$ cat src/rtl/alu_pkg.sv
// Shared definitions for the ALU execute/write-back unit.
//   - Default operand/address widths
//   - Opcode encoding (alu_op_e)
//   - Execute FSM state encoding (alu_state_e)
package alu_pkg;

    localparam int REG_WIDTH_DEF  = 16;
    localparam int ADDR_WIDTH_DEF = 3;

    typedef enum logic [2:0] {
        OP_ADD = 3'b000,
        OP_SUB = 3'b001,
        OP_AND = 3'b010,
        OP_OR  = 3'b011,
        OP_XOR = 3'b100,
        OP_SHL = 3'b101,
        OP_SHR = 3'b110,
        OP_MUL = 3'b111
    } alu_op_e;

    typedef enum logic [1:0] {
        IDLE  = 2'd0,
        FETCH = 2'd1,
        EXEC  = 2'd2,
        WB    = 2'd3
    } alu_state_e;

endpackage

$ cat src/rtl/alu_mul_seq.sv
// Iterative shift-add multiplier, one multiplier bit per cycle, LSB first.
// Ports:
//   clk, reset : clock, synchronous active-high reset (aborts a multiply)
//   start      : load a/b; bit 0 of b is consumed on the same edge
//   a, b       : multiplicand / multiplier
//   product    : low W bits of a*b, valid while done is high
//   done       : one-cycle pulse, W cycles after the start edge
module alu_mul_seq
    import alu_pkg::*;
#(
    parameter int W = REG_WIDTH_DEF
) (
    input  logic         clk,
    input  logic         reset,
    input  logic         start,
    input  logic [W-1:0] a,
    input  logic [W-1:0] b,
    output logic [W-1:0] product,
    output logic         done
);

    localparam int CW = $clog2(W + 1);

    logic [W-1:0]  acc_q, mcand_q, mplier_q;
    logic [CW-1:0] cnt_q;
    logic          done_q;

    always_ff @(posedge clk) begin
        if (reset) begin
            acc_q    <= '0;
            mcand_q  <= '0;
            mplier_q <= '0;
            cnt_q    <= '0;
            done_q   <= 1'b0;
        end else if (start) begin
            // Folding bit 0 into the load edge lets the final partial sum
            // land one cycle before the caller's last EXEC cycle, so the
            // result can be registered on the way into write-back.
            acc_q    <= b[0] ? a : '0;
            mcand_q  <= a << 1;
            mplier_q <= b >> 1;
            cnt_q    <= CW'(W - 1);
            done_q   <= (W == 1);
        end else if (cnt_q != '0) begin
            if (mplier_q[0])
                acc_q <= acc_q + mcand_q;
            mcand_q  <= mcand_q << 1;
            mplier_q <= mplier_q >> 1;
            cnt_q    <= cnt_q - 1'b1;
            done_q   <= (cnt_q == CW'(1));
        end else begin
            done_q <= 1'b0;
        end
    end

    assign product = acc_q;
    assign done    = done_q;

endmodule

$ cat src/rtl/alu_exec_unit.sv
// Sequential execute/write-back stage between register file read and write
// ports. Accepts one instruction per handshake (IDLE only), fetches operands,
// computes (single cycle, or REG_WIDTH cycles for MUL) and writes back.
// Ports:
//   clk, reset                      : clock, synchronous active-high reset
//   instr_valid/instr_ready         : instruction handshake
//   instr_op/rd/rs1/rs2             : opcode, destination, sources
//   read_1_addr/read_2_addr         : register file read addresses
//   read_bus_1/read_bus_2           : combinational register file read data
//   write_addr/write_bus            : registered write-back address/data
//   write_enabled, done             : one-cycle write-back strobe
//   busy                            : unit not in IDLE
//   flag_zero, flag_carry           : status of last completed instruction
module alu_exec_unit
    import alu_pkg::*;
#(
    parameter int REG_WIDTH  = REG_WIDTH_DEF,
    parameter int ADDR_WIDTH = ADDR_WIDTH_DEF
) (
    input  logic                  clk,
    input  logic                  reset,
    input  logic                  instr_valid,
    output logic                  instr_ready,
    input  logic [2:0]            instr_op,
    input  logic [ADDR_WIDTH-1:0] instr_rd,
    input  logic [ADDR_WIDTH-1:0] instr_rs1,
    input  logic [ADDR_WIDTH-1:0] instr_rs2,
    output logic [ADDR_WIDTH-1:0] read_1_addr,
    output logic [ADDR_WIDTH-1:0] read_2_addr,
    input  logic [REG_WIDTH-1:0]  read_bus_1,
    input  logic [REG_WIDTH-1:0]  read_bus_2,
    output logic [ADDR_WIDTH-1:0] write_addr,
    output logic [REG_WIDTH-1:0]  write_bus,
    output logic                  write_enabled,
    output logic                  done,
    output logic                  busy,
    output logic                  flag_zero,
    output logic                  flag_carry
);

    alu_state_e            state_q;
    alu_op_e               op_q;
    logic [ADDR_WIDTH-1:0] rd_q, rs1_q, rs2_q, wr_addr_q;
    logic [REG_WIDTH-1:0]  opa_q, opb_q, wr_bus_q;
    logic                  carry_q, fz_q, fc_q;

    logic [REG_WIDTH-1:0]  res_d;
    logic                  carry_d;
    logic [REG_WIDTH:0]    sum;
    logic [REG_WIDTH-1:0]  mul_product;
    logic                  mul_done, mul_start;

    // Multiplier loads straight from the read buses on the FETCH edge,
    // in parallel with the operand registers.
    assign mul_start = (state_q == FETCH) && (op_q == OP_MUL);

    alu_mul_seq #(.W(REG_WIDTH)) u_mul (
        .clk     (clk),
        .reset   (reset),
        .start   (mul_start),
        .a       (read_bus_1),
        .b       (read_bus_2),
        .product (mul_product),
        .done    (mul_done)
    );

    assign sum = {1'b0, opa_q} + {1'b0, opb_q};

    always_comb begin
        res_d   = '0;
        carry_d = 1'b0;
        case (op_q)
            OP_ADD: begin res_d = sum[REG_WIDTH-1:0]; carry_d = sum[REG_WIDTH]; end
            OP_SUB: begin res_d = opa_q - opb_q;      carry_d = (opa_q < opb_q); end
            OP_AND: res_d = opa_q & opb_q;
            OP_OR:  res_d = opa_q | opb_q;
            OP_XOR: res_d = opa_q ^ opb_q;
            OP_SHL: res_d = opa_q << opb_q[3:0];
            OP_SHR: res_d = opa_q >> opb_q[3:0];
            OP_MUL: res_d = mul_product;
            default: res_d = '0;
        endcase
    end

    always_ff @(posedge clk) begin
        if (reset) begin
            state_q   <= IDLE;
            op_q      <= OP_ADD;
            rd_q      <= '0;
            rs1_q     <= '0;
            rs2_q     <= '0;
            opa_q     <= '0;
            opb_q     <= '0;
            wr_addr_q <= '0;
            wr_bus_q  <= '0;
            carry_q   <= 1'b0;
            fz_q      <= 1'b0;
            fc_q      <= 1'b0;
        end else begin
            case (state_q)
                IDLE: if (instr_valid) begin
                    op_q    <= alu_op_e'(instr_op);
                    rd_q    <= instr_rd;
                    rs1_q   <= instr_rs1;
                    rs2_q   <= instr_rs2;
                    state_q <= FETCH;
                end
                FETCH: begin
                    opa_q   <= read_bus_1;
                    opb_q   <= read_bus_2;
                    state_q <= EXEC;
                end
                EXEC: if (op_q != OP_MUL || mul_done) begin
                    wr_addr_q <= rd_q;
                    wr_bus_q  <= res_d;
                    carry_q   <= carry_d;
                    state_q   <= WB;
                end
                WB: begin
                    // Flags commit with the register file write.
                    fz_q    <= (wr_bus_q == '0);
                    fc_q    <= carry_q;
                    state_q <= IDLE;
                end
                default: state_q <= IDLE;
            endcase
        end
    end

    assign instr_ready   = (state_q == IDLE);
    assign busy          = (state_q != IDLE);
    assign write_enabled = (state_q == WB);
    assign done          = (state_q == WB);
    assign write_addr    = wr_addr_q;
    assign write_bus     = wr_bus_q;
    assign read_1_addr   = rs1_q;
    assign read_2_addr   = rs2_q;
    assign flag_zero     = fz_q;
    assign flag_carry    = fc_q;

endmodule

$ cat config.mk
export PLATFORM = sky130hd
export DESIGN_NAME = alu_exec_unit
export DESIGN_NICKNAME = d
export VERILOG_FILES = /design/src/rtl/alu_pkg.sv /design/src/rtl/alu_mul_seq.sv /design/src/rtl/alu_exec_unit.sv
export SDC_FILE = /design/constraint.sdc
export NUM_CORES = 1
export LEC_CHECK = 0
export BUFFER_PORTS_ARGS = -buffer_cell sky130_fd_sc_hd__clkbuf_2
export CAP_MARGIN = 20
export CORE_UTILIZATION = 55
export CTS_BUF_LIST = sky130_fd_sc_hd__clkbuf_8 sky130_fd_sc_hd__clkbuf_16
export DETAILED_ROUTE_END_ITERATION = 10
export PLACE_DENSITY = 0.84
export SYNTH_ARGS = -nofsm -noshare
export SYNTH_HDL_FRONTEND = slang
export SYNTH_SLANG_ARGS = --single-unit
$ cat constraint.sdc
create_clock -name clk -period 4.05 [get_ports clk]
set_input_delay 0.6075 -clock clk [delete_from_list [all_inputs] [get_ports clk]]
set_output_delay 0.6075 -clock clk [all_outputs]
set_load 0.01 [all_outputs]
Word-level counts from Yosys, hierarchy flattened
Cells that the tools add are included.

Bits of input ports: 47. Output and inout bits: 31. Register bits: 120.

Equality and inequality tests: 14. Shift-type cells: 2. Add/subtract/negate cells: 4. Order comparisons: 1. Bitwise gates (word level): 4. Muxes and demuxes: 15. Reduce and logical (&&, ||, !) cells: 15.

Operators with widths (count): one-hot mux 16 bit (8 select lines) (1); 2-to-1 mux 16 bit (6); 2-to-1 mux 15 bit (2); adder 16 x 16 -> 17 bit (1); adder 16 bit (1); bitwise AND 16 bit (1); zero test 16 bit (1); less-than comparator 16 bit (1); OR 16 bit (1); left shift 16 x 4 -> 16 bit (1); right shift 16 x 4 -> 16 bit (1); subtractor 16 bit (1); XOR 16 bit (1); equality test 3 bit (second input constant) (4); 2-to-1 mux 4 bit (2); one-hot mux 2 bit (4 select lines) (1); AND reduction 2 bit (4); equality test 3 x 2 -> 1 bit (second input constant) (2); nonzero test 2 bit (3); equality test 5 x 1 -> 1 bit (second input constant) (1); nonzero test 5 bit (1); subtractor 5 x 1 -> 5 bit (second input constant) (1); equality test 2 bit (second input constant) (2); 2-to-1 mux 2 bit (2); 12 further kinds (13).

Longest topological paths before layout
Gate-level depths: netlist of the first run.

Word-level depth: 4. Depth in mapped cells: 13. Depth with buffers taken out: 12.

Cells and area by module
A second synthesis of the first run with hierarchy kept.

Cells, all modules: 1224. Area total of the unflattened synthesis: 9562.9 µm².

By module, submodules not included: alu_exec_unit (seq. area each 1361.3 µm², times used 1, area an instance 6498.7 µm², cells an instance 842); alu_mul_seq (seq. area each 1041.0 µm², times used 1, area an instance 3064.2 µm², cells an instance 382).

Least setup slack after synthesis of the first run
Ideal clock, no wire load.

Path type: flip-flop to flip-flop. From: register opb_q[2]. To: register wr_bus_q[14], in the netlist write_bus[14]. Path slack: 0.990 ns. Buffers on the path: 3. Arrival time: 2.945 ns. Library setup time: 0.115 ns. Clock period less this slack: 3.060 ns. Cell stages (with the launch flop): 14. Required time: 3.935 ns. Cells stage by stage: dfxtp_1 > clkbuf_1 > inv_1 > clkbuf_1 > ha_1 > buf_2 > nand2b_1 > a221oi_1 > o211ai_2 > o2111ai_1 > and2_1 > a221o_1 > mux2_2 > a31o_1.

Longest elaborated chain between the ends: 2. Elaborated cells on any way between the ends: 5. Those cells by class: add/sub: 2; shift: 2; mux: 1.

RTL lines: start, declared (RTL line alu_exec_unit.sv:44) `logic [REG_WIDTH-1:0] opa_q, opb_q, wr_bus_q;`; start signal, assigned (RTL line alu_exec_unit.sv:110) `opb_q <= read_bus_2;`; subtractor 16 bit, or another cell as far along (RTL line alu_exec_unit.sv:74) `OP_SUB: begin res_d = opa_q - opb_q; carry_d = (opa_q < opb_q); end`; one-hot mux 16 bit (8 select lines) * (RTL line alu_exec_unit.sv:72) `case (op_q)`; end signal, assigned (RTL line alu_exec_unit.sv:115) `wr_bus_q <= res_d;`; end, declared (RTL line alu_exec_unit.sv:44).

Mark *: on every way between the ends. The rest lies on a longest branch, timed or not. A chain may end at the register's enable or synchronous reset.

Worst setup path in the final report of the first run
From: register opa_q[1]. To: register wr_bus_q[13], in the netlist write_bus[13].

Longest elaborated chain between the ends: 2. Elaborated cells on any way between the ends: 5. Those cells by class: add/sub: 2; shift: 2; mux: 1.

RTL lines: start, declared (RTL line alu_exec_unit.sv:44); start signal, assigned (RTL line alu_exec_unit.sv:109) `opa_q <= read_bus_1;`; subtractor 16 bit, or another cell as far along (RTL line alu_exec_unit.sv:74); one-hot mux 16 bit (8 select lines) * (RTL line alu_exec_unit.sv:72).

Marked as above.

==> reports/qor.yml, run 1 <==
cts:
  clk_latency_ns: 0.43
  numCtsBuffers: 17
  cts_tree: "done"
  root_buffer: "clkbuf_16"
  cts_resized: 0
  clock_path_buffers: 2
  clk_pin_slew_ns: 0.06
  cts_setup_buffers: 0
  htreeDepth: 4
  cts_num_sinks: 120
  ctsHoldBuffers: 0
yosys:
  async_flop_share: 0
  ys_types: 70
  synth_seq_cells: 120
  synth_cells: 1202
  synth_top_area_share: 0.2631
  syn_nets: 1323
  postSynthAreaPerCell_um2: 7.597
  yosysTopAreaCell: "dfxtp_1"
  synth_edf_count: 0
  syn_area_um2: 9131
  synth_top_cells_by_count: "nor2_1 (152), nand2_1 (151), dfxtp_1 (120)"
  yosysWarnings: 0
  yosysMostFrequentCell: "nor2_1"
  ys_seq_area_frac: 0.2631
  ys_top_cells_by_area: "dfxtp_1 (26%), ha_1 (9.7%), nor2_1 (6.2%), nand2_1 (6.2%), mux2i_1 (5.8%)"
  synthFlopType: "dfxtp_1"
sta:
  holdWs_ns: 0.3990
  finClkSkew_ns: 0.01525
  tightest_slew_ns: 0.8548
  slew_headroom: 0.4294
  slew_violations: 0
  setup_viol: 0
  finalHoldViolCount: 0
  period_share: 0.8144
  fin_crit_ns: 3.298
  setup_ws_ns: 0.7517
  finalSetupTns_ns: 0
  rsz0062_at_grt: "false"
  fmax_mhz: 303.2
routing:
  wl_met2_um: 13550
  top_layer_used: "met4"
  drt-met1-wl_um: 12870
  vias: 9374
  viasPerCell: 6.394
  ant_nets: 0
  route.met3.wl_um: 2415
  drc_errors: 0
  routed_wl_um: 29770
  drtPass1Iterations: 6
  wl_per_cell_um: 20.31
  drt_first_iter_violations: 891
critical_path:
  startpoint: "opa_q[1]"
  cpMaxStageDelayCell: "dfxtp_1"
  endpoint: "write_bus[13]"
  path_max_fanout: 12
  cpPeakStageDelay_ns: 0.61
  cp-end-kind: "register"
  cp.arrival_ns: 3.61
  start_kind: "register"
  critPathRequiredTime_ns: 4.36
  crit_chain: "inv_1 > ha_1 > a211oi_1 > o21ai_0 > a41oi_1 > o21bai_1 > a221oi_1 > xnor2_1 > nor2_1 > o221a_2"
  r2r_start: "opa_q[1]"
  criticalPathCategory: "reg2reg"
  r2r_end: "write_bus[13]"
  regToRegSetupSlack_ns: 0.75
  ff2ff_path_depth: 10
place:
  gp_congestion: 1.064
  numPortBuffers: 77
  placed_cell_area_um2: 9627
  dp_hpwl_um: 22000
  place_ws_ns: 0.8567
final_layout:
  nFillCells: 1404
  multi_input_area_um2: 6122
  drive_gt1_frac: 0.1368
  fin_util: 0.6343
  register_area_um2: 2404
  num_antenna_cells: 0
  final_nets: 1359
  stdcell_area_um2: 10190
  area_delta_synth_final_pct: 11.55
worst_hold_path:
  hp-class: "in2reg"
global_routing:
  grt_max_degree: 76
  antenna_found_initial: 0
  grt_pass1_wl_um: 46320
  track_usage: 0.3573
  grt_pass1_vias: 8454
  overflow: 0
floorplan:
  rows: 46
  coreArea_um2: 16060
  fp.dieH_um: 130.9
  ios: 78
  dieArea_um2: 17120
  fp.dieW_um: 130.9
  floorplan.initialDensity: 0.5686
power:
  power_density_nw_per_um2: 629.5
  p_leak_uw: 0.004011
  peakVddDrop_mv: 0.5390
outcome:
  status: "finished clean"
flow_run:
  maxCapViolCount: 0
## cell usage in the layout, fill, tap and decap left out, types with 8 or more instances in the layout
cell,Yosys,routed
clkbuf_2,0,76
o22ai_1,14,14
nand3_1,35,35
clkbuf_16,0,17
inv_1,62,62
a211oi_1,13,13
nand2_1,151,150
buf_4,3,29
dfxtp_1,120,119
mux2_2,10,10
a221oi_1,10,10
nor2b_1,8,8
mux4_2,11,11
a22oi_1,10,10
nor2_1,152,151
and3_1,8,8
o21ai_0,60,59
a21oi_1,92,92
or3_1,15,15
a21o_1,9,9
mux2i_1,53,53
a311oi_1,36,36
nor4_1,11,11
a31oi_1,9,9
o211ai_1,10,10
xnor2_1,15,15
ha_1,71,70
nor3_1,26,26
## cells by family (layout without fill, tap and decap cells)
logic type | Yosys count | count (layout) | synth area share
DFF | 120 | 120 | 0.2631
muxes | 74 | 74 | 0.09756
xor gates and xnor gates | 18 | 18 | 0.01727
AOI/OAI and AO/OA | 325 | 325 | 0.2369
adders and majority gates | 74 | 74 | 0.1039
and+or+nand+nor | 441 | 441 | 0.2140
buffers and inverters | 150 | 198 | 0.06728
## through the flow
stage               std cells  power, uW
floorplan                1202       3950
global placement         1435       4802
detailed placement       1435       4842
CTS                      1466       6326
global route             1466       6800
finish                   1466       6412
## final cells by class
cell class                 count  area share
clock inverter                13     0.01179
inverter                      62     0.02285
tap                          216     0.02653
multi-input combinational    932      0.6010
clock buffer                  18     0.04312
sequential                   120      0.2360
timing repair buffer         105     0.05872
## how the worst min path moves through the flow
stage                      to           start  depth (start not counted)
2_1_floorplan   write_addr[0]         rd_q[0]                          2
3_3_place_gp   read_1_addr[2]  read_1_addr[2]                          2
3_5_place_dp   read_1_addr[2]  read_1_addr[2]                          2
4_1_cts        read_1_addr[1]    instr_rs1[1]                          3
5_1_grt               op_q[1]     instr_op[1]                          3
6_report       read_1_addr[1]    instr_rs1[1]                          3
## power breakdown
part           internal [uW]  switching (uW)  leakage, uW  total [uW]
logic                   1230            2070      0.00277        3300
registers               1380             263     0.000975        1640
clock network            862             608     0.000270        1470
total                   3470            2940      0.00401        6410
## flip-flops by register name, summed over array words and instances (netlist names), 5 cells and up
| signal | count |
|---|---|
| opa_q | 16 |
| opb_q | 16 |
| u_mul.cnt_q | 5 |
| u_mul.mcand_q | 15 |
| u_mul.mplier_q | 15 |
| u_mul.product | 16 |
| write_bus | 16 |
## metal layers
layer	global-route usage	vias up
met1	0.4847	4406
li1	-	4409
met2	0.5630	483
met3	0.06393	76
met4	0.1366	0
met5	0	-
## critical path: cells and delay by family (launching register included)
family	cells	cell delay, ns
AO/OA/AOI/OAI	6	1.91
adder cells (fa/ha/maj)	1	0.36
AND/OR/NAND/NOR	1	0.06
buffers and inverters	1	0.09
XOR/XNOR	1	0.16
flip-flops	1	0.61
Note: power is estimated with default switching activity, not from simulation.
==> run 2: changes to the inputs <==
--- a/config.mk
+++ b/config.mk
@@ -10,7 +10,7 @@
 export CORE_UTILIZATION = 55
 export CTS_BUF_LIST = sky130_fd_sc_hd__clkbuf_8 sky130_fd_sc_hd__clkbuf_16
 export DETAILED_ROUTE_END_ITERATION = 10
-export PLACE_DENSITY = 0.84
+export PLACE_DENSITY = 0.87
 export SYNTH_ARGS = -nofsm -noshare
 export SYNTH_HDL_FRONTEND = slang
 export SYNTH_SLANG_ARGS = --single-unit
==> constraint.sdc (replaced) <==
create_clock -name clk -period 2.9 [get_ports clk]
set_input_delay 0.435 -clock clk [delete_from_list [all_inputs] [get_ports clk]]
set_output_delay 0.435 -clock clk [all_outputs]
set_load 0.01 [all_outputs]
==> run 2 against run 1 <==
Clock skew fell by 0.0015 ns. Critical path depth up 3. Maximum frequency is 15% higher. Worst setup slack lost 0.72 ns. Utilization grew 3.3 points. Sequential share of layout area decreased by 1.1 points. Routed wire length grew 7.8%. Critical path type unchanged. Critical endpoint is now carry_q.
==> reports/qor.yml, run 2 (synthesis gave the netlist of run 1 again) <==
global_routing:
  grt_pass1_wl_um: 49050  # +5.9%
  track_usage: 0.3794  # +0.02216
  overflow: 0  # unchanged
  grt_pass1_vias: 8935  # +5.7%
  grt_max_degree: 70  # -7.9%
  antenna_found_initial: 0  # unchanged
critical_path:
  r2r_start: "opa_q[0]"
  path_max_fanout: 6  # -6
  cp.arrival_ns: 3.23  # -0.38 ns
  ff2ff_path_depth: 13  # +3
  r2r_end: "carry_q"
  cp-end-kind: "register"
  start_kind: "register"
  regToRegSetupSlack_ns: 0.04  # -0.72 ns
  critPathRequiredTime_ns: 3.26  # -1.10 ns
  criticalPathCategory: "reg2reg"
sta:
  fmax_mhz: 349.2  # +15%
  tightest_slew_ns: 0.7479  # -0.1069 ns
  period_share: 0.9875  # +0.1732
  finClkSkew_ns: 0.01374  # -0.001509 ns
  slew_headroom: 0.5014  # +0.07204
  fin_crit_ns: 2.864  # -0.4344 ns
  finalSetupTns_ns: 0  # unchanged
  rsz0062_at_grt: "true"
  finalHoldViolCount: 0  # unchanged
  setup_viol: 0  # unchanged
  slew_violations: 0  # unchanged
place:
  placed_cell_area_um2: 10070  # +4.6%
  gp_congestion: 1.099  # +3.3%
  dp_hpwl_um: 23360  # +6.2%
  dp_cells: 1491  # +3.9%
  numPortBuffers: 77  # unchanged
routing:
  viasPerCell: 6.548  # +2.4%
  drtPass1Iterations: 9  # +3
  routed_wl_um: 32090  # +7.8%
  vias: 9979  # +6.5%
  drt_first_iter_violations: 1203  # +35%
  ant_nets: 0  # unchanged
  drc_errors: 0  # unchanged
  wl_per_cell_um: 21.05  # +3.7%
final_layout:
  layout.cells.non_filler: 1524  # +4.0%
  final_nets: 1416  # +4.2%
  fin_util: 0.6675  # +0.03319
  stdcell_area_um2: 10720  # +5.2%
  num_antenna_cells: 0  # unchanged
  drive_gt1_frac: 0.1865  # +0.04974
  area_delta_synth_final_pct: 17.39
  final_cell_mix: "nor2_1 (151), nand2_1 (150), dfxtp_1 (115), a21oi_1 (89), buf_4 (84)"
  final_common_cell: "nor2_1"
cts:
  clk_latency_ns: 0.43  # about the same
  cts_tree: "done"
  ctsHoldBuffers: 0  # unchanged
  root_buffer: "clkbuf_16"
  numCtsBuffers: 17  # unchanged
  clk_pin_slew_ns: 0.07  # about the same
  clock_path_buffers: 2  # unchanged
  cts_num_sinks: 120  # unchanged
  htreeDepth: 4  # unchanged
power:
  power_density_nw_per_um2: 893.4  # +42%
  peakVddDrop_mv: 0.4995  # -7.3%
  power_uw: 9576  # +49%
  p_leak_uw: 0.004318  # +7.7%
floorplan:
  ios: 78  # unchanged
  fp.dieH_um: 130.9  # unchanged
  floorplan.initialDensity: 0.5686  # unchanged
  dieArea_um2: 17120  # unchanged
  fp.dieW_um: 130.9  # unchanged
  rows: 46  # unchanged
  coreArea_um2: 16060  # unchanged
worst_hold_path:
  hp-class: "in2reg"
  hold_start: "instr_rs1[0]"
  min_to: "read_1_addr[0]"
  whs_path_depth: 3  # unchanged
flow_run:
  maxCapViolCount: 0  # unchanged
outcome:
  status: "finished clean"
==> run 2: cell types whose count changed in the layout (fill, tap and decap cells not counted), sizes merged <==
cell | before | now
buf | 29 | 86
bufinv | 1 | 2
clkbuf | 94 | 93
clkinv | 4 | 8
inv | 67 | 64
==> run 2: worst max-delay path by stage <==
stage / slack, ns / to / cells past startpoint / startpoint
after floorplan: 0.009 / write_bus[14] / 13 / opb_q[2]
after global placement: 0.11 / carry_q / 13 / opa_q[0]
after detailed placement: 0.02 / write_bus[14] / 13 / opa_q[0]
after CTS: 0.02 / carry_q / 13 / opa_q[0]
after global routing: -0.04 / carry_q / 13 / opa_q[0]
final: 0.04 / carry_q / 13 / opa_q[0]
==> run 2: what timing repair did <==
action / CTS / global route
hold endpoints to repair: 0 / 0
gates resized for setup: 0 / 16
buffers inserted: 0 / 1
endpoints found under the setup margin: 0 / 4
==> run 2: worst max-delay path, stage by stage, from the launching register on <==
cell	delay [ns]
dfxtp_2	0.34
inv_1	0.08
ha_1	0.18
inv_1	0.06
fa_2	0.37
nand2b_1	0.12
a221oi_1	0.09
buf_4	0.16
o211ai_2	0.18
o2111ai_2	0.17
and2_4	0.18
a221o_1	0.32
or4_1	0.40
a21oi_1	0.15
==> run 2: layout make-up <==
| cell class | count | area (um2) |
|---|---|---|
| clock buffers | 17 | 425.4 |
| fillers | 1314 | 5339 |
| multi-input cells | 932 | 6177 |
| inverters | 62 | 232.7 |
| flip-flops and latches | 120 | 2409 |
| repair buffers | 162 | 1051 |
| clock inverters | 15 | 153.9 |
| well taps | 216 | 270.3 |
==> run 2: power by group <==
part	internal (uW)	switching (uW)
sequential	1930	283
combinational	2030	3230
clock	1270	849
==> run 2: routing by layer <==
metal | routed length [um] | up-vias | global-route usage | part of all wire
met2 | 14030 | 710 | 0.5770 | 0.44
met3 | 3497 | 145 | 0.08917 | 0.11
met1 | 12890 | 4609 | 0.4989 | 0.40
li1 | - | 4515 | - | -
met5 | 0 | - | 0 | 0
met4 | 1669 | 0 | 0.1974 | 0.052
==> run 2: stage by stage <==
stage               hold slack (ns)  setup WS [ns]
finish                       0.2278        0.03611
global route                 0.2245       -0.03520
CTS                          0.2191        0.01556
detailed placement           0.4477        0.02167
global placement             0.4400         0.1062
floorplan                    0.4321       0.009170
==> run 3: changes to the inputs <==
--- a/config.mk
+++ b/config.mk
@@ -13,4 +13,5 @@
 export PLACE_DENSITY = 0.87
 export SYNTH_ARGS = -nofsm -noshare
 export SYNTH_HDL_FRONTEND = slang
+export SYNTH_HIERARCHICAL = 1
 export SYNTH_SLANG_ARGS = --single-unit
==> run 3 against run 2 <==
Non-clock buffer count fell by 12. Via count fell by 0.25%. Die area rose by 4.7%. Cell count rose by 0.79%. Synthesized area rose by 4.7%. Utilization fell by 1.3 points. Synthesized cell count rose by 1.8%. Critical path depth fell by 5. Sequential share of layout area fell by 0.56 points. Global-route usage fell by 0.88 points. Clock power barely moved. Flip-flop and latch count did not move. Critical path type unchanged.
==> reports/qor.yml, run 3 <==
critical_path:
  cp-end-kind: "register"
  path_max_fanout: 11  # +5
  criticalPathCategory: "reg2reg"
  start_kind: "register"
  cp.arrival_ns: 3.22  # about the same
  critPathRequiredTime_ns: 3.23  # -0.03 ns
yosys:
  yosysMostFrequentCell: "nor2_1"
  synth_edf_count: 0  # unchanged
  async_flop_share: 0  # unchanged
  synth_seq_cells: 120  # unchanged
  ys_types: 79  # +13%
  synth_cells: 1224  # +1.8%
  yosysTopAreaCell: "dfxtp_1"
  yosysWarnings: 6  # +6
  postSynthAreaPerCell_um2: 7.813  # +2.8%
  ys_seq_area_frac: 0.2512  # -0.01188
  ys_top_cells_by_area: "dfxtp_1 (25%), mux2i_1 (9.6%), ha_1 (9.2%), nor2_1 (6.8%), a21oi_1 (6.0%)"
  synth_top_cells_by_count: "nor2_1 (172), dfxtp_1 (120), a21oi_1 (114)"
  syn_nets: 1344  # +1.6%
  syn_area_um2: 9563  # +4.7%
  synthFlopType: "dfxtp_1"
  synth_top_area_share: 0.2512  # -0.01188
sta:
  slew_headroom: 0.3111  # -0.1903
  holdWs_ns: 0.2190  # -0.008827 ns
  setup_viol: 0  # unchanged
  period_share: 0.9985  # +0.01092
  finalHoldViolCount: 0  # unchanged
  finClkSkew_ns: 0.01193  # -0.001809 ns
  fin_crit_ns: 2.896  # +0.03166 ns
  tightest_slew_ns: 1.007  # +0.2594 ns
  finalSetupTns_ns: 0  # unchanged
  fmax_mhz: 345.4  # -1.1%
  rsz0062_at_grt: "false"
  slew_violations: 0  # unchanged
final_layout:
  final_cell_mix: "nor2_1 (172), dfxtp_1 (119), a21oi_1 (114), mux2i_1 (92), nand2_1 (87)"
  area_delta_synth_final_pct: 14.69
  final_common_cell: "nor2_1"
  stdcell_area_um2: 10970  # +2.3%
  drive_gt1_frac: 0.1687  # -0.01785
  final_nets: 1423  # +0.49%
  num_antenna_cells: 0  # unchanged
routing:
  routed_wl_um: 32980  # +2.8%
  drc_errors: 0  # unchanged
  viasPerCell: 6.480  # -1.0%
  top_layer_used: "met4"
  wl_met2_um: 14580  # +3.9%
  ant_nets: 0  # unchanged
  vias: 9954  # -0.25%
  drt-met1-wl_um: 13220  # +2.6%
  route.met3.wl_um: 3568  # +2.0%
  drt_first_iter_violations: 1276  # +6.1%
  wl_per_cell_um: 21.47  # +2.0%
  drtPass1Iterations: 8  # -1
place:
  placed_cell_area_um2: 10380  # +3.1%
  dp_hpwl_um: 24350  # +4.3%
  gp_congestion: 1.048  # -4.6%
  numPortBuffers: 77  # unchanged
cts:
  clock_path_buffers: 2  # unchanged
  cts_tree: "done"
  ctsHoldBuffers: 0  # unchanged
  htreeDepth: 4  # unchanged
  cts_resized: 0  # unchanged
  clk_latency_ns: 0.43  # about the same
  cts_setup_buffers: 0  # unchanged
  numCtsBuffers: 17  # unchanged
  clk_pin_slew_ns: 0.06  # about the same
  cts_num_sinks: 120  # unchanged
  root_buffer: "clkbuf_16"
floorplan:
  ios: 78  # unchanged
  dieArea_um2: 17920  # +4.7%
  floorplan.initialDensity: 0.5706  # +0.001940
  fp.dieW_um: 133.9  # +2.3%
  coreArea_um2: 16760  # +4.4%
  rows: 47  # +2.2%
  fp.dieH_um: 133.9  # +2.3%
power:
  power_density_nw_per_um2: 869.6  # -2.7%
  p_leak_uw: 0.004568  # +5.8%
  peakVddDrop_mv: 0.5416  # +8.4%
global_routing:
  overflow: 0  # unchanged
  grt_pass1_wl_um: 51120  # +4.2%
  antenna_found_initial: 0  # unchanged
  grt_pass1_vias: 9335  # +4.5%
  grt_max_degree: 92  # +31%
  track_usage: 0.3706  # -0.008831
flow_run:
  maxCapViolCount: 0  # unchanged
outcome:
  status: "finished clean"
worst_hold_path:
  hp-class: "in2reg"
[run 3: layout make-up]
cell class | count | area, um2
Timing Repair Buffer | 150 | 973.4
Tap cell | 220 | 275.3
Fill cell | 1394 | 5792
Clock buffer | 17 | 425.4
Sequential cell | 120 | 2404
Clock inverter | 15 | 158.9
Multi-Input combinational cell | 949 | 6487
Inverter | 65 | 244.0
[run 3: metrics by stage]
stage                 util  worst slack (ns)  power, uW  std cells
floorplan                -            0.2908       5747       1224
global placement    0.6196            0.1865       7190       1504
detailed placement  0.6196            0.2362       7245       1504
CTS                 0.6544            0.2092       9399       1536
global route        0.6544           0.03133      10010       1536
finish              0.6544          0.004444       9538       1536
[run 3: worst paths after layout]
kind              slack [ns]       endpoint   startpoint  cells after the start
setup / recovery       0.004  write_bus[11]      op_q[1]                      8
hold / removal          0.22        rd_q[2]  instr_rd[2]                      3
setup reg to reg       0.004  write_bus[11]      op_q[1]                      8
hold reg to reg         0.46  write_addr[1]      rd_q[1]                      2
[run 3: power by group]
part	internal, uW	switching (uW)
Sequential	1930	294
Combinational	2050	3140
Clock	1220	910
Total	5200	4340
[run 3: cell families after synthesis]
group	after synthesis	synth area share
XOR/XNOR	17	0.01557
multiplexers	113	0.1316
buffers and inverters	155	0.07170
AND/OR/NAND/NOR	391	0.1849
flip-flops	120	0.2512
AO/OA/AOI/OAI	355	0.2472
adder cells (fa/ha/maj)	73	0.09787
[run 3: metal layers]
layer | global-route usage | vias up
met1 | 0.4791 | 4591
li1 | - | 4577
met5 | 0 | -
met3 | 0.08881 | 140
met2 | 0.5815 | 646
met4 | 0.1723 | 0
[run 3: worst max-delay path: stages, from the launching register on]
cell       delay [ns]
dfxtp_1          0.74
buf_4            0.24
nor2b_1          0.06
a22oi_1          0.17
o22ai_1          0.17
a2111oi_0        0.91
buf_4            0.25
o221ai_1         0.10
o211a_1          0.15
